$ cat config.mk
export PLATFORM = sky130hd
export DESIGN_NAME = sipo_frame_ctrl
export DESIGN_NICKNAME = d
export VERILOG_FILES = /design/src/rtl/sipo_ctrl_pkg.sv /design/src/rtl/sipo_shift.sv /design/src/rtl/sipo_frame_ctrl.sv
export SDC_FILE = /design/constraint.sdc
export NUM_CORES = 1
export LEC_CHECK = 0
export ABC_CLOCK_PERIOD_IN_PS = 2600
export CAP_MARGIN = 20
export CORE_MARGIN = 10
export CORE_UTILIZATION = 52
export DETAILED_ROUTE_END_ITERATION = 12
export PLACE_DENSITY = 0.9
export SKIP_CTS_REPAIR_TIMING = 1
export SLEW_MARGIN = 15
export SYNTH_ARGS = -nofsm -noshare
export SYNTH_HDL_FRONTEND = slang
export SYNTH_HIERARCHICAL = 1
export SYNTH_SLANG_ARGS = --single-unit
$ cat constraint.sdc
create_clock -name clk -period 2.6 [get_ports clk]
set_clock_uncertainty 0.2 [all_clocks]
set_input_delay 0.26 -clock clk [delete_from_list [all_inputs] [get_ports clk]]
set_output_delay 0.26 -clock clk [all_outputs]
set_load 0.01 [all_outputs]
$ cat src/rtl/sipo_ctrl_pkg.sv
// Shared definitions for the serial-in / parallel-out frame receiver.
// Contents:
//   state_t        - frame sequencer states (IDLE, DATA, STOP)
//   DEFAULT_WIDTH  - default number of data bits per frame
package sipo_ctrl_pkg;

   localparam int DEFAULT_WIDTH = 4;

   typedef enum logic [1:0] {
      IDLE = 2'd0,
      DATA = 2'd1,
      STOP = 2'd2
   } state_t;

endpackage : sipo_ctrl_pkg

$ cat src/rtl/sipo_shift.sv
// Serial-to-parallel shift register, LSB first.
// Each shift_en cycle moves Sin into the MSB and shifts everything toward
// bit 0, so after WIDTH shifts the first bit received sits in q[0].
// Ports:
//   clk, rst  - clock and synchronous active-high reset (clears q)
//   shift_en  - shift one bit in this cycle
//   Sin       - serial data bit
//   q         - shift register contents
module sipo_shift
   import sipo_ctrl_pkg::*;
#(
   parameter int WIDTH = DEFAULT_WIDTH
) (
   input  logic             clk,
   input  logic             rst,
   input  logic             shift_en,
   input  logic             Sin,
   output logic [WIDTH-1:0] q
);

   logic [WIDTH-1:0] q_reg;

   always_ff @(posedge clk) begin
      if (rst) begin
         q_reg <= '0;
      end else if (shift_en) begin
         q_reg <= {Sin, q_reg[WIDTH-1:1]};
      end
   end

   assign q = q_reg;

endmodule : sipo_shift

$ cat src/rtl/sipo_frame_ctrl.sv
// Serial frame receiver: start bit (0), WIDTH data bits LSB first, stop bit (1).
// Bits are sampled only on cycles with en=1. A good frame is committed to
// Pout/valid one cycle after the stop-bit sample; a bad stop bit pulses
// frame_err and drops the word; a commit that finds the previous word still
// unconsumed drops the new word and pulses overrun.
// Ports:
//   clk, rst   - clock and synchronous active-high reset
//   en         - bit strobe
//   Sin        - serial line (idles at 1)
//   ready      - consumer accepts Pout (ignored while valid=0)
//   Pout       - received word
//   valid      - Pout holds an unconsumed word
//   busy       - a frame is in progress
//   frame_err  - one-cycle pulse, stop bit was 0
//   overrun    - one-cycle pulse, a committed word was dropped
module sipo_frame_ctrl
   import sipo_ctrl_pkg::*;
#(
   parameter int WIDTH = DEFAULT_WIDTH
) (
   input  logic             clk,
   input  logic             rst,
   input  logic             en,
   input  logic             Sin,
   input  logic             ready,
   output logic [WIDTH-1:0] Pout,
   output logic             valid,
   output logic             busy,
   output logic             frame_err,
   output logic             overrun
);

   localparam int             CW   = $clog2(WIDTH);
   localparam logic [CW-1:0]  LAST = CW'(WIDTH - 1);

   state_t           state_reg;
   logic [CW-1:0]    cnt_reg;
   logic [WIDTH-1:0] pout_reg;
   logic             valid_reg;
   logic             frame_err_reg;
   logic             overrun_reg;
   logic [WIDTH-1:0] shift_q;
   logic             shift_en;

   // Data bits are shifted in only while collecting them.
   assign shift_en = en && (state_reg == DATA);

   sipo_shift #(
      .WIDTH (WIDTH)
   ) u_shift (
      .clk      (clk),
      .rst      (rst),
      .shift_en (shift_en),
      .Sin      (Sin),
      .q        (shift_q)
   );

   always_ff @(posedge clk) begin
      if (rst) begin
         state_reg     <= IDLE;
         cnt_reg       <= '0;
         pout_reg      <= '0;
         valid_reg     <= 1'b0;
         frame_err_reg <= 1'b0;
         overrun_reg   <= 1'b0;
      end else begin
         frame_err_reg <= 1'b0;
         overrun_reg   <= 1'b0;

         // Consumption; a same-cycle commit below overrides this.
         if (valid_reg && ready) begin
            valid_reg <= 1'b0;
         end

         if (en) begin
            case (state_reg)
               IDLE: begin
                  if (!Sin) begin
                     state_reg <= DATA;
                     cnt_reg   <= '0;
                  end
               end
               DATA: begin
                  // Counter saturates at the last bit index instead of wrapping.
                  if (cnt_reg == LAST) begin
                     state_reg <= STOP;
                  end else begin
                     cnt_reg <= cnt_reg + 1'b1;
                  end
               end
               STOP: begin
                  state_reg <= IDLE;
                  if (Sin) begin
                     // Room exists if nothing is held or the held word leaves now.
                     if (!valid_reg || ready) begin
                        pout_reg  <= shift_q;
                        valid_reg <= 1'b1;
                     end else begin
                        overrun_reg <= 1'b1;
                     end
                  end else begin
                     frame_err_reg <= 1'b1;
                  end
               end
               default: begin
                  state_reg <= IDLE;
               end
            endcase
         end
      end
   end

   assign Pout      = pout_reg;
   assign valid     = valid_reg;
   assign busy      = (state_reg != IDLE);
   assign frame_err = frame_err_reg;
   assign overrun   = overrun_reg;

endmodule : sipo_frame_ctrl

==> metrics.cfg <==
[clocking]
cts_sinks = 15
cts_buffer_depth = 2
cts_root_buf = clkbuf_4
path_clk_slew_ps = 90
numCtsBuffers = 3
cts-htree-levels = 1
cts_tree = done
insertion_delay_ps = 290

[finish]
multi_input_area_um2 = 348
nFillCells = 98
post-route-util = 0.701
syn_to_final_growth_pct = 21.5
antenna_cells = 0
fin_nets = 87
drive_gt1_frac = 0.113
finish.instance_area_um2 = 821
seq_area_um2 = 300

[sta]
rsz0062_at_grt = no
hold_viol = 0
whs_ps = 273
setup_viol_count_final = 0
layout_min_cycle_time_ps = 1960
timing.slew.headroom = 0.712
tns_ps = 0
period_share = 0.754
worst_slew_pin_slew_ps = 431
fmax_ghz = 0.510
maxSlewViolCount = 0

[yosys]
synth_seq_area_share = 0.444
synth_nets = 73
netlist_area_um2 = 676
synthCells = 67
synth.distinct_cells = 25
ys_ff_latch = 15
synth_area_per_cell_um2 = 10.1
yosysWarningCount = 6

[floorplanning]
fp.dieW_um = 56.0
num_rows = 12
start_util = 0.577
io_pins = 13
dieArea_um2 = 3140
core_area_um2 = 1170
die_h_um = 56.0

[critical_path]
path_max_fanout = 11
crit_required_ps = 2140
max_stage_delay_ps = 530
cp-end-kind = output pin
rrSetupSlack_ps = 1050
arrival_ps = 1500
timing_worst_setup_path_type = flop to output pin
r2r_cells = 3
crit_chain = or2_2, clkdlybuf4s50_1
crit_start = state_reg[0]$_SDFFE_PP0P_
reg2reg_to = Pout[1]$_SDFFE_PP0P_
worstSetupStartpointType = flop
worstReg2RegStart = state_reg[0]$_SDFFE_PP0P_
crit_path_top_delay_cell = clkdlybuf4s50_1
critPathCapture = busy

[global_routing]
grt_max_degree = 15
grt_pass1_wl_um = 2180
grt_pass1_vias = 504
antenna_found_initial = 0
overflow = 0
grtUsageTotal = 0.0842

[route]
dr.pass1.iters = 4
first_iter_violations = 3
wirelength_um = 1180
ant_nets = 0
avgRoutedWirePerCell_um = 12.5
num_vias = 496
drc_errors = 0
viasPerCell = 5.28

[power_and_ir_drop]
pwr-share-seq = 0.585
powerDensity_nw_per_um2 = 499
fin_total_pwr_uw = 410
swShare = 0.233
ir_drop_uv = 435
switching_power_uw = 95.4
p_clk_frac = 0.319
p_int_uw = 314
p_comb_frac = 0.096
leakage_uw = 0.000282

[flow_run]
cap_violations = 0

[run_status]
outcome = finished, final reports clean

[placement]
detailed_place_hpwl_um = 918
gp_congestion = 0.754
placed_area_um2 = 793
portBuffers = 12

[min_path]
hp-class = flop to flop
worstHoldStart = u_shift/q[0]$_SDFFE_PP0P_

-- worst max-delay path: cells and delay by family (launching register included) --
kind | cells | cell delay, ps
buffers and inverters | 1 | 530
DFF | 1 | 510
and+or+nand+nor | 1 | 170
-- power by group through the flow --
stage	Clock (uW)	Sequential [uW]	Combinational (uW)
detailed placement	0	245	39.6
global route	149	241	43.1
floorplan	0	241	30.1
CTS	137	240	39.7
finish	131	240	39.3
global placement	0	245	38.3
-- final cells by class --
cell class              instances  share of cell area
clock inverters                 1             0.00610
well taps                      14              0.0213
multi-input cells              48               0.424
repair buffers                 13               0.155
clock buffers                   3              0.0274
flip-flops and latches         15               0.366
-- layer usage --
| metal | wire, um | track usage | vias to the layer above |
|---|---|---|---|
| met2 | 524 | 0.126 | 11 |
| met5 | 0 | 0 | - |
| li1 | - | - | 256 |
| met4 | 25 | 0.0410 | 0 |
| met3 | 73 | 0.0524 | 4 |
| met1 | 552 | 0.0903 | 225 |
-- worst min path at each step --
stage / endpoint / slack, ps / cells after the start
finish: Pout[0]$_SDFFE_PP0P_ / 270 / 2
global route: Pout[1]$_SDFFE_PP0P_ / 310 / 2
CTS: Pout[0]$_SDFFE_PP0P_ / 280 / 2
detailed placement: Pout[2]$_SDFFE_PP0P_ / 270 / 2
global placement: Pout[0]$_SDFFE_PP0P_ / 260 / 2
floorplan: u_shift/q[0]$_SDFFE_PP0P_ / 130 / 1
-- cell families (layout without fill, tap and decap cells) --
| kind of cell | Yosys count | count (layout) | synth area share |
|---|---|---|---|
| AOI/OAI and AO/OA | 7 | 7 | 0.0593 |
| and+or+nand+nor | 30 | 30 | 0.287 |
| buffers and inverters | 4 | 17 | 0.0407 |
| adders and majority gates | 1 | 1 | 0.0185 |
| muxes | 10 | 10 | 0.150 |
| DFF | 15 | 15 | 0.444 |
-- cell usage in the layout, fill, tap and decap left out --
master | netlist | routed
o21ai_0 | 2 | 2
or3b_2 | 1 | 1
buf_4 | 1 | 1
nor3_1 | 1 | 1
or2_2 | 1 | 1
nand2b_1 | 12 | 12
and2b_2 | 1 | 1
mux2i_1 | 9 | 9
or2b_1 | 1 | 1
and2_1 | 2 | 2
mux2_2 | 1 | 1
dfxtp_1 | 15 | 15
nand4b_1 | 1 | 1
o31ai_1 | 1 | 1
ha_1 | 1 | 1
nand3_1 | 1 | 1
nor4b_1 | 2 | 2
a211oi_1 | 1 | 1
clkinv_2 | 0 | 1
clkbuf_4 | 0 | 3
nor2_1 | 4 | 4
nand4bb_1 | 1 | 1
a21oi_1 | 3 | 3
nor2b_1 | 2 | 2
clkdlybuf4s50_1 | 0 | 12
-- synth_stat cells --
library cell / n / area, um^2
mux2_2: 1 / 11.3
or2_2: 1 / 6.26
clkbuf_2: 1 / 5.00
nor4b_1: 2 / 17.5
nor2_1: 4 / 15.0
nand4b_1: 1 / 8.76
buf_6: 1 / 11.3
a211oi_1: 1 / 7.51
ha_1: 1 / 12.5
o31ai_1: 1 / 7.51
nand4bb_1: 1 / 11.3
o21ai_0: 2 / 10.0
mux2i_1: 9 / 90.1
nor2b_1: 2 / 12.5
or2b_1: 1 / 7.51
nand3_1: 1 / 5.00
buf_4: 1 / 7.51
a21oi_1: 3 / 15.0
and2b_2: 1 / 8.76
and2_1: 2 / 12.5
or3b_2: 1 / 8.76
nand2b_1: 12 / 75.1
dfxtp_1: 15 / 300
clkbuf_1: 1 / 3.75
nor3_1: 1 / 5.00
-- per-stage QoR --
stage                     instances  setup slack [ps]
final                            94               639
after CTS                        94               630
after floorplan                  67              1210
after global placement           90               759
after global routing             94               556
after detailed placement         90               717
No activity file was read; power rests on OpenSTA's default activity.
